===== config.mk =====
export PLATFORM = sky130hd
export DESIGN_NAME = meas_hex_uart
export DESIGN_NICKNAME = d
export VERILOG_FILES = /design/src/rtl/meas_hex_uart.sv
export SDC_FILE = /design/constraint.sdc
export NUM_CORES = 1
export LEC_CHECK = 0
export CAP_MARGIN = 20
export CELL_PAD_IN_SITES_DETAIL_PLACEMENT = 0
export CELL_PAD_IN_SITES_GLOBAL_PLACEMENT = 1
export CORE_UTILIZATION = 45
export CTS_BUF_LIST = sky130_fd_sc_hd__clkbuf_2
export CTS_CLUSTER_DIAMETER = 80
export DETAILED_ROUTE_END_ITERATION = 12
export GPL_TIMING_DRIVEN = 0
export HOLD_SLACK_MARGIN = 0.12
export PLACE_DENSITY = 0.92
export SYNTH_ARGS = -nofsm -noshare
export SYNTH_HDL_FRONTEND = slang
export SYNTH_SLANG_ARGS = --single-unit

===== constraint.sdc =====
create_clock -name clk_100m -period 4.5 [get_ports clk_100m]
set_clock_uncertainty 0.05 [all_clocks]
set_input_delay 0.9 -clock clk_100m [delete_from_list [all_inputs] [get_ports clk_100m]]
set_output_delay 0.9 -clock clk_100m [all_outputs]
set_load 0.005 [all_outputs]

===== src/rtl/meas_hex_uart.sv =====
// Sends one 40-bit measurement as 10 uppercase ASCII hex digits (MSB nibble first),
// optionally followed by CR LF, over an 8N1 UART with bytes sent back to back.
module meas_hex_uart #(
  parameter int CLK_FREQ = 100_000_000,
  parameter int BAUD     = 115200,
  parameter bit ADD_CRLF = 1'b1
) (
  input  logic        clk_100m,
  input  logic        rst_n,
  input  logic [39:0] data,
  input  logic        data_valid,
  output logic        tx,
  output logic        busy
);

  localparam int CLKS_PER_BIT = CLK_FREQ / BAUD;
  localparam int NUM_BYTES    = ADD_CRLF ? 12 : 10;
  localparam int BAUD_W       = (CLKS_PER_BIT > 2) ? $clog2(CLKS_PER_BIT) : 1;

  if (CLKS_PER_BIT < 2) begin : g_bad_baud
    $error("meas_hex_uart: CLKS_PER_BIT must be >= 2");
  end

  typedef enum logic [1:0] {IDLE, START, DATA, STOP} state_t;

  state_t              state_q, state_d;
  logic [BAUD_W-1:0]   baud_cnt_q, baud_cnt_d;
  logic [3:0]          bit_cnt_q, bit_cnt_d;
  logic [3:0]          byte_cnt_q, byte_cnt_d;
  logic [39:0]         shadow_q, shadow_d;
  logic [7:0]          shift_q, shift_d;
  logic                tx_q, tx_d;
  logic                busy_q, busy_d;
  logic                bit_end;
  logic                last_byte;

  // Byte idx of the frame: hex digit of nibble idx (MSB first), then CR, LF.
  function automatic logic [7:0] frame_byte(input logic [39:0] val, input logic [3:0] idx);
    logic [3:0] nib;
    nib = 4'(val >> (6'd36 - {idx, 2'b00}));
    if (idx == 4'd10) begin
      return 8'h0D;
    end else if (idx == 4'd11) begin
      return 8'h0A;
    end else if (nib <= 4'd9) begin
      return 8'h30 + {4'h0, nib};
    end else begin
      return 8'h37 + {4'h0, nib};
    end
  endfunction

  assign bit_end   = (baud_cnt_q == BAUD_W'(CLKS_PER_BIT - 1));
  assign last_byte = (byte_cnt_q == 4'(NUM_BYTES - 1));

  always_comb begin
    state_d    = state_q;
    baud_cnt_d = baud_cnt_q;
    bit_cnt_d  = bit_cnt_q;
    byte_cnt_d = byte_cnt_q;
    shadow_d   = shadow_q;
    shift_d    = shift_q;
    tx_d       = tx_q;
    busy_d     = busy_q;

    if (state_q == IDLE) begin
      // Byte 0 is encoded straight from the input since the shadow loads on this edge.
      if (data_valid) begin
        state_d    = START;
        shadow_d   = data;
        shift_d    = frame_byte(data, 4'd0);
        baud_cnt_d = '0;
        bit_cnt_d  = 4'd0;
        byte_cnt_d = 4'd0;
        tx_d       = 1'b0;
        busy_d     = 1'b1;
      end
    end else begin
      baud_cnt_d = bit_end ? '0 : baud_cnt_q + 1'b1;
      if (bit_end) begin
        case (state_q)
          START: begin
            state_d   = DATA;
            bit_cnt_d = 4'd1;
            tx_d      = shift_q[0];
          end
          DATA: begin
            if (bit_cnt_q == 4'd8) begin
              state_d   = STOP;
              bit_cnt_d = 4'd9;
              tx_d      = 1'b1;
            end else begin
              bit_cnt_d = bit_cnt_q + 4'd1;
              shift_d   = shift_q >> 1;
              tx_d      = shift_q[1];
            end
          end
          STOP: begin
            bit_cnt_d = 4'd0;
            if (last_byte) begin
              state_d = IDLE;
              busy_d  = 1'b0;
              tx_d    = 1'b1;
            end else begin
              state_d    = START;
              byte_cnt_d = byte_cnt_q + 4'd1;
              shift_d    = frame_byte(shadow_q, byte_cnt_q + 4'd1);
              tx_d       = 1'b0;
            end
          end
          default: state_d = IDLE;
        endcase
      end
    end
  end

  always_ff @(posedge clk_100m or negedge rst_n) begin
    if (!rst_n) begin
      state_q    <= IDLE;
      baud_cnt_q <= '0;
      bit_cnt_q  <= 4'd0;
      byte_cnt_q <= 4'd0;
      shadow_q   <= 40'd0;
      shift_q    <= 8'd0;
      tx_q       <= 1'b1;
      busy_q     <= 1'b0;
    end else begin
      state_q    <= state_d;
      baud_cnt_q <= baud_cnt_d;
      bit_cnt_q  <= bit_cnt_d;
      byte_cnt_q <= byte_cnt_d;
      shadow_q   <= shadow_d;
      shift_q    <= shift_d;
      tx_q       <= tx_d;
      busy_q     <= busy_d;
    end
  end

  assign tx   = tx_q;
  assign busy = busy_q;

endmodule


==> run summary, run 1 <==
Status: completed
Reg area: 1730 um2
Clk sinks: 69
Via Count: 2921
Async set-reset flop share out of synthesis: 100%
Max Cap Viol: 0
Residual DRC count: 0
Top FF cell, synth: dfrtp_1
Worst setup SP type: flop
Hpwl dp: 5.99 mm
Starting Density: 46.9%
Final hold violations: 0
Clock latency at the later pin of the worst-skew pair: 0.53 ns
Wire per inst: 15.4 um
GPL Wtd Cong: 0.891
Post-synthesis xor/xnor area fraction: 1.35%
Iteration count of the initial detailed-routing pass: 4
Largest family of logic cells by synthesized area: multiplexers
Core Util, Final: 55.3%
Post-route clock period utilization: 93.3%
Ports: 45
Post-Route WL: 8.20 mm
First-pass GRT wire length: 14.3 mm
Vias in the first global route: 3022
Design area: 4590 um2
Setup violators final: 0
Simple logic cell fraction of the synthesized area: 13.9%
Worst Setup End Kind: flop
Slew Limit Fails: 0
Hold-fix buffers at CTS: 0
Synthesis-to-layout area growth: 17.8%
# port buffers: 44
Slew headroom: 41.1%
Mux contribution to synthesized area: 18.2%
Core box area: 8300 um2
Crit-path slowest cell: or3b_2
VDD IR-drop max: 0.140 mV
Post-DRT Antenna Nets: 0
Vias per std cell: 5.49
DIE WIDTH: 95.1 um
Starting DRT DRC Count: 124
Yosys cell types: 60
Pin slew with the least headroom to its limit: 0.884 ns
CTS Buf Count: 9
Post-DP Area: 4470 um2
Synth Area in Adders: 4.17%
Syn_area_per_cell: 10.6 um2
Initial antenna violation count: 0
CTS root buf: clkbuf_2
Worst Hold Class: input port to async pin
RR Endpoint: shift_q[6]
Sequential area share after synthesis: 44.3%
Clock transition at the registers of the reported paths: 0.26 ns
R2r setup slk: 0.30 ns
Multi-input logic area: 2040 um2
H-Tree Depth: 3
Data required, critical path: 4.90 ns
# rows: 33
N_diodes: 0
Die Footprint: 9030 um2
Die Y: 95.1 um
Commonest non-fill, non-tap cell in the layout: dfrtp_1
Power after layout: 1.05 mW
Cells after Synth: 367
Tot GR Track Use: 20.7%
Largest net degree at the start of global routing: 70
Gr ovfl total: 0
RSZ-0062 raised after global routing: false
Complex-gate fraction of the synthesized area: 14.6%
R2R depth: 14
Final TNS setup: 0 ns
PD cells: 229 nW/um2
Nets: 478
Leak: 2.18 nW
Synth warnings: 0
Number of synthesized flops with an enable pin: 0
CP max FO: 10
FILL cells: 724
CTS tree: built
Clk buf depth: 2
Post-Syn Area: 3900 um2
Reg2reg start: byte_cnt_q[0]
Cell Chain, Critical Path: buf_2 > buf_2 > inv_1 > ha_1 > or3b_2 > mux2i_1 > o21bai_1 > o32ai_2 > inv_1 > ha_1 > o311ai_0 > o311ai_1 > or3_1 > a21oi_1
Most frequent cells in the layout: 68 x dfrtp_1, 43 x clkdlybuf4s50_1, 39 x mux2_2, 37 x nand2_1, 29 x o21ai_0
Syn_nets: 423
Yosys reg bits: 69
CP delay by family, top: compound AO/OA/AOI/OAI gates
Max incr delay on CP: 0.50 ns
Crit path kind: flop to flop
Bufs and invs on worst path: 4
Share of layout cells above drive strength 1: 19.0%
Tmin final: 4.20 ns
Fmax achieved: 238 MHz
CP Data Arrival Time: 4.60 ns
==> report_power, final <==
group	total [mW]	internal (mW)	leakage, nW	switching [mW]
Sequential	0.622	0.622	0.888	0
Combinational	0.0567	0.0340	1.21	0.0227
Clock	0.374	0.0958	0.0752	0.278
Total	1.05	0.751	2.18	0.301
==> what timing repair did <==
item / CTS / global route
endpoints found under the setup margin: 0 / 2
gates resized for setup: 0 / 3
setup buffers: 0 / 0
==> state kept, by name (all words and copies together) (netlist names) <==
| signal | count |
|---|---|
| baud_cnt_q | 10 |
| bit_cnt_q | 4 |
| busy | 1 |
| byte_cnt_q | 4 |
| shadow_q | 40 |
| shift_q | 7 |
| state_q | 2 |
| tx | 1 |
==> kinds of logic after synthesis <==
| group | Yosys count |
|---|---|
| AOI/OAI and AO/OA | 85 |
| xor gates and xnor gates | 6 |
| adders and majority gates | 13 |
| buffers and inverters | 33 |
| DFF | 69 |
| muxes | 56 |
| and+or+nand+nor | 105 |
==> final cells by class <==
class	count	share of cell area, %
flip-flops and latches	69	37.6
well taps	105	2.86
inverters	16	1.31
repair buffers	44	9.54
clock buffers	9	0.981
clock inverters	7	1.55
plain buffers	17	1.64
multi-input cells	265	44.5
==> cell usage after synthesis, types with 7 or more instances <==
| cell type | instances | share of area (%) |
|---|---|---|
| dfrtp_1 | 68 | 44 |
| mux2_2 | 39 | 11 |
| nand2_1 | 37 | 3.6 |
| o21ai_0 | 29 | 3.7 |
| nor2_1 | 20 | 1.9 |
| inv_1 | 16 | 1.5 |
| a21oi_1 | 14 | 1.8 |
| ha_1 | 13 | 4.2 |
| clkbuf_1 | 11 | 1.1 |
| mux2i_1 | 9 | 2.3 |
| mux4_2 | 8 | 4.6 |
| nand3_1 | 8 | 1.0 |
| o31ai_1 | 8 | 1.5 |
| nor2b_1 | 7 | 1.1 |
==> worst max-delay path by stage <==
stage / from / end / slack, ns / depth (start not counted)
floorplan: byte_cnt_q[0] / shift_q[6] / 0.84 / 14
detailed placement: byte_cnt_q[0] / shift_q[6] / 0.24 / 14
global route: byte_cnt_q[0] / shift_q[6] / 0.05 / 14
CTS: byte_cnt_q[0] / shift_q[6] / 0.17 / 14
global placement: rst_n / bit_cnt_q[2] / 0.16 / 1
finish: byte_cnt_q[0] / shift_q[6] / 0.30 / 14
==> per-stage QoR <==
step | std cells | worst slack (ns) | hold WS (ns)
floorplan | 367 | 0.836 | 0.400
global placement | 516 | 0.155 | 0.427
detailed placement | 516 | 0.240 | 0.435
CTS | 532 | 0.168 | 0.383
global route | 532 | 0.0461 | 0.388
finish | 532 | 0.303 | 0.383
==> routing by layer <==
layer	global-route usage (%)	wire, um	up-vias	part of all wire, %
met5	0	0	-	0
met4	6.06	82	0	1.0
met3	3.91	197	4	2.4
met2	34.5	3970	45	48
met1	27.4	3950	1437	48
li1	-	-	1435	-
No activity file was read; power rests on OpenSTA's default activity.
==> run 2, diff against run 1 <==
- CORE_UTILIZATION: 45 -> 40
- PLACE_DENSITY: 0.92 -> 0.84
==> run summary, run 2 (synthesis results as in run 1) <==
Status: completed
CTS root buf: clkbuf_2
CP delay by family, top: compound AO/OA/AOI/OAI gates
Tot GR Track Use: 18.7% (-2.0 points)
Initial antenna violation count: 0 (unchanged)
Vias in the first global route: 3058 (+1.2%)
Clk sinks: 69 (unchanged)
Ports: 45 (unchanged)
Top Registers: shadow_q x40, baud_cnt_q x10, shift_q x7
Iteration count of the initial detailed-routing pass: 4 (unchanged)
Gr ovfl total: 0 (unchanged)
Starting DRT DRC Count: 167 (+35%)
VDD IR-drop max: 0.156 mV (+12%)
Slew Limit Fails: 0 (unchanged)
Via Count: 2940 (+0.65%)
Die Y: 101 um (+5.9%)
Pin slew with the least headroom to its limit: 0.867 ns (-0.0172 ns)
Post-Route WL: 8.35 mm (+1.8%)
# port buffers: 44 (unchanged)
DIE WIDTH: 101 um (+5.9%)
Clk buf depth: 2 (unchanged)
Hpwl dp: 6.04 mm (+0.88%)
GPL Wtd Cong: 0.841 (-5.6%)
Core box area: 9330 um2 (+12%)
Bufs and invs on worst path: 4 (unchanged)
CP Data Arrival Time: 4.56 ns (-0.04 ns)
Largest net degree at the start of global routing: 70 (unchanged)
Multi-input logic area: 2040 um2 (unchanged)
Clock latency at the later pin of the worst-skew pair: 0.53 ns (about the same)
Data required, critical path: 4.91 ns (about the same)
Largest Register: shadow_q
Reg area: 1730 um2 (unchanged)
R2r setup slk: 0.35 ns (+0.04 ns)
# rows: 35 (+6.1%)
Crit path kind: flop to flop
Crit-path slowest cell: xnor2_1
Tmin final: 4.15 ns (-0.0426 ns)
Largest register FFs: 40 (unchanged)
Residual DRC count: 0 (unchanged)
H-Tree Depth: 3 (unchanged)
Worst setup SP type: flop
Core Util, Final: 49.7% (-5.6 points)
CTS Buf Count: 9 (unchanged)
Clock transition at the registers of the reported paths: 0.23 ns (-0.03 ns)
Nets: 478 (unchanged)
Worst Hold Class: input port to async pin
Setup violators final: 0 (unchanged)
Share of layout cells above drive strength 1: 18.7% (-0.23 points)
Post-route clock period utilization: 92.3% (-0.95 points)
Fmax achieved: 241 MHz (+1.0%)
Starting Density: 41.8% (-5.2 points)
FILL cells: 859 (+19%)
Slew headroom: 42.2% (+1.1 points)
Post-DRT Antenna Nets: 0 (unchanged)
N_diodes: 0 (unchanged)
Most frequent cells in the layout: 68 x dfrtp_1, 43 x clkdlybuf4s50_1, 39 x mux2_2, 37 x nand2_1, 29 x o21ai_0
Vias per std cell: 5.29 (-3.7%)
Max incr delay on CP: 0.55 ns (+0.05 ns)
CP max FO: 10 (unchanged)
Worst Setup End Kind: flop
Fin Hold WS: 0.403 ns (+0.0197 ns)
Die Footprint: 10100 um2 (+12%)
CTS tree: built
Cell Chain, Critical Path: clkbuf_4 > clkbuf_4 > inv_1 > ha_1 > xor2_1 > xnor2_1 > mux2i_1 > o32ai_2 > inv_1 > ha_1 > o311ai_0 > o311ai_1 > or3_1 > a21oi_1
PD cells: 230 nW/um2 (+0.29%)
Max Cap Viol: 0 (unchanged)
First-pass GRT wire length: 14.8 mm (+3.7%)
Wire per inst: 15.0 um (-2.6%)
Leak: 2.17 nW (-0.18%)
Synthesis-to-layout area growth: 18.9%
Commonest non-fill, non-tap cell in the layout: dfrtp_1
Final hold violations: 0 (unchanged)
-- run 2: cell count changes in the layout (fill, tap and decap cells not counted), moves of 2 or more --
cell,change
inv_8,-4
buf_2,-2
clkbuf_4,+2
clkinvlp_4,+2
-- run 2: path summary, 6_finish.rpt --
kind / startpoint / cells past startpoint / to
hold reg to reg: shadow_q[34] / 1 / shadow_q[34]
setup reg to reg: byte_cnt_q[0] / 14 / shift_q[6]
max in group asynchronous: rst_n / 1 / byte_cnt_q[1]
min in group clk_100m: shadow_q[34] / 1 / shadow_q[34]
hold / removal: rst_n / 1 / shadow_q[10]
setup / recovery: byte_cnt_q[0] / 14 / shift_q[6]
-- run 2: power by group --
group | internal, mW | switching [mW] | total [mW]
clock | 0.135 | 0.252 | 0.387
combinational | 0.0341 | 0.0229 | 0.0570
sequential | 0.621 | 0 | 0.621
total | 0.790 | 0.275 | 1.06
-- run 2: cell type report --
type                    count  share of cell area (%)
plain buffers              17                    1.70
clock buffers               9                   0.972
clock inverters             7                    1.73
inverters                  16                    1.30
multi-input cells         265                    44.1
flip-flops and latches     69                    37.3
well taps                 129                    3.48
repair buffers             44                    9.45
-- run 2: repair_timing --
item | in CTS | in global routing
resized for setup | 0 | 3
buffers inserted | 0 | 0
hold buffers | 0 | 0
setup endpoints to repair | 0 | 4
-- run 2: per-layer routing --
| layer | vias to the layer above | routed length, um | global-route usage, % |
|---|---|---|---|
| met2 | 45 | 4020 | 30.2 |
| met5 | - | 0 | 0 |
| met3 | 6 | 259 | 4.44 |
| met1 | 1453 | 3990 | 25.5 |
| met4 | 0 | 73 | 4.57 |
| li1 | 1436 | - | - |
-- run 2: worst register-to-register path, cell delays in order (launching register included) --
cell      delay (ns)
dfrtp_1         0.42
clkbuf_4        0.27
clkbuf_4        0.29
inv_1           0.07
ha_1            0.37
xor2_1          0.18
xnor2_1         0.55
mux2i_1         0.26
o32ai_2         0.34
inv_1           0.12
ha_1            0.23
o311ai_0        0.14
o311ai_1        0.26
or3_1           0.40
a21oi_1         0.14
-- run 2: stage by stage --
| step | cells | power (mW) | TNS (ns) | area (um2) | setup slack (ns) |
|---|---|---|---|---|---|
| finish | 556 | 1.06 | 0 | 4630 | 0.346 |
| detailed placement | 540 | 0.690 | 0 | 4500 | 0.255 |
| global route | 556 | 1.11 | -0.00372 | 4630 | -0.00372 |
| global placement | 540 | 0.690 | 0 | 4500 | 0.174 |
| floorplan | 367 | 0.637 | 0 | 3900 | 0.836 |
| CTS | 556 | 1.08 | 0 | 4620 | 0.178 |
==> run 3, diff against run 2 <==
- CELL_PAD_IN_SITES_DETAIL_PLACEMENT: 0 -> not set
- CELL_PAD_IN_SITES_GLOBAL_PLACEMENT: 1 -> not set
- PLACE_DENSITY: 0.84 -> 0.71
==> run summary, run 3 (synthesis results as in run 1) <==
Clk sinks: 69 (unchanged)
# rows: 35 (unchanged)
VDD IR-drop max: 0.159 mV (+1.9%)
Via Count: 3003 (+2.1%)
Slew Limit Fails: 0 (unchanged)
Tmin final: 4.15 ns (-0.00421 ns)
H-Tree Depth: 3 (unchanged)
CP max FO: 10 (unchanged)
Synthesis-to-layout area growth: 19.0% (about the same)
Register share of total power: 58.3% (about the same)
Status: completed
Clock Power Share: 36.5% (+0.2 points)
Most frequent cells in the layout: 68 x dfrtp_1, 43 x clkdlybuf4s50_1, 39 x mux2_2, 37 x nand2_1, 29 x o21ai_0
Hpwl dp: 6.06 mm (+0.40%)
Commonest non-fill, non-tap cell in the layout: dfrtp_1
First-pass GRT wire length: 14.2 mm (-4.4%)
N_diodes: 0 (unchanged)
Die Y: 101 um (unchanged)
Sw frac: 25.7% (-0.085 points)
Final hold violations: 0 (unchanged)
Crit path kind: flop to flop
Vias per std cell: 5.40 (+2.1%)
Worst Hold Class: input port to async pin
Share of layout cells above drive strength 1: 18.7% (unchanged)
DIE WIDTH: 101 um (unchanged)
Nets: 478 (unchanged)
Pin slew with the least headroom to its limit: 0.869 ns (+0.00215 ns)
Tot GR Track Use: 18.0% (-0.71 points)
Initial antenna violation count: 0 (unchanged)
CTS tree: built
# port buffers: 44 (unchanged)
Setup violators final: 0 (unchanged)
Largest register FFs: 40 (unchanged)
Largest Register: shadow_q
CP Data Arrival Time: 4.56 ns (about the same)
Gr ovfl total: 0 (unchanged)
Worst Setup End Kind: flop
Power share of the combinational group: 5.3% (about the same)
Starting Density: 41.8% (unchanged)
Hold-fix buffers at CTS: 0 (unchanged)
Final TNS setup: 0 ns (unchanged)
Core box area: 9330 um2 (unchanged)
Worst setup SP type: flop
Starting DRT DRC Count: 113 (-32%)
Internal power: 0.792 mW (+0.25%)
P_sw: 0.274 mW (-0.19%)
Top Registers: shadow_q x40, baud_cnt_q x10, shift_q x7
Post-DRT Antenna Nets: 0 (unchanged)
Post-route clock period utilization: 92.2% (-0.094 points)
CTS root buf: clkbuf_2
Power after layout: 1.07 mW (+0.14%)
Wire per inst: 15.1 um (+0.48%)
Residual DRC count: 0 (unchanged)
RSZ-0062 raised after global routing: false
Post-Route WL: 8.39 mm (+0.48%)
Data required, critical path: 4.91 ns (about the same)
GPL Wtd Cong: 0.801 (-4.8%)
Core Util, Final: 49.7% (about the same)
Largest net degree at the start of global routing: 70 (unchanged)
Slew headroom: 42.1% (-0.14 points)
Clock latency at the later pin of the worst-skew pair: 0.51 ns (-0.02 ns)
CTS Buf Count: 9 (unchanged)
Fmax achieved: 241 MHz (+0.10%)
Vias in the first global route: 3010 (-1.6%)
Clk buf depth: 2 (unchanged)
Max Cap Viol: 0 (unchanged)
Leak: 2.17 nW (about the same)
Clock transition at the registers of the reported paths: 0.21 ns (-0.02 ns)
Iteration count of the initial detailed-routing pass: 4 (unchanged)
Ports: 45 (unchanged)
PD cells: 230 nW/um2 (about the same)
Die Footprint: 10100 um2 (unchanged)
==> run 3: worst paths after layout <==
check                              start           end  depth (start not counted)  slack (ns)
max                        byte_cnt_q[0]    shift_q[6]                         14        0.35
min                                rst_n   shadow_q[2]                          1        0.41
max reg2reg                byte_cnt_q[0]    shift_q[6]                         14        0.35
min reg2reg                 shadow_q[36]  shadow_q[36]                          2        0.47
max in group asynchronous          rst_n  shadow_q[34]                          1        3.43
min in group clk_100m       shadow_q[36]  shadow_q[36]                          2        0.47
==> run 3: cell type report <==
class / instances / area [um2]
timing repair buffer: 44 / 438
tap: 129 / 161
inverter: 16 / 60.1
clock inverter: 7 / 82.6
clock buffer: 9 / 45.0
multi-input combinational: 265 / 2040
sequential: 69 / 1730
buffer: 17 / 78.8
fill: 867 / 4690
==> run 3: power by group through the flow <==
stage | combinational (mW) | clock (mW) | sequential (mW)
after detailed placement | 0.0575 | 0 | 0.632
final | 0.0561 | 0.389 | 0.621
after global placement | 0.0572 | 0 | 0.632
after floorplan | 0.00501 | 0 | 0.632
after global routing | 0.0623 | 0.429 | 0.622
after CTS | 0.0578 | 0.405 | 0.621
==> run 3: worst max-delay path, cell delays in order (launching register included) <==
cell and delay, ns:
dfrtp_1 0.44, clkbuf_4 0.28, clkbuf_4 0.28, inv_1 0.07
ha_1 0.39, or3b_2 0.50, mux2i_1 0.14, o21bai_1 0.28
o32ai_2 0.37, inv_1 0.13, ha_1 0.23, o311ai_0 0.14
o311ai_1 0.27, or3_1 0.40, a21oi_1 0.12
==> run 3: routing by layer <==
layer	wire length, um	vias up	track usage (%)
met1	3910	1490	23.7
met4	89	0	5.69
li1	-	1443	-
met3	384	6	3.40
met2	4010	64	30.0
met5	0	-	0
==> run 3: what timing repair did <==
item / in CTS / in global routing
setup endpoints to repair: 0 / 4
resized for setup: 0 / 3
buffers inserted: 0 / 0
hold endpoints to repair: 0 / 0
==> run 3: metrics by stage <==
| stage | cells | cell area (um2) | worst slack, ns | hold WS (ns) |
|---|---|---|---|---|
| after floorplan | 367 | 3900 | 0.836 | 0.400 |
| after global placement | 540 | 4500 | 0.125 | 0.413 |
| after detailed placement | 540 | 4500 | 0.225 | 0.424 |
| after CTS | 556 | 4620 | 0.156 | 0.413 |
| after global routing | 556 | 4640 | 0.00632 | 0.448 |
| final | 556 | 4640 | 0.350 | 0.413 |
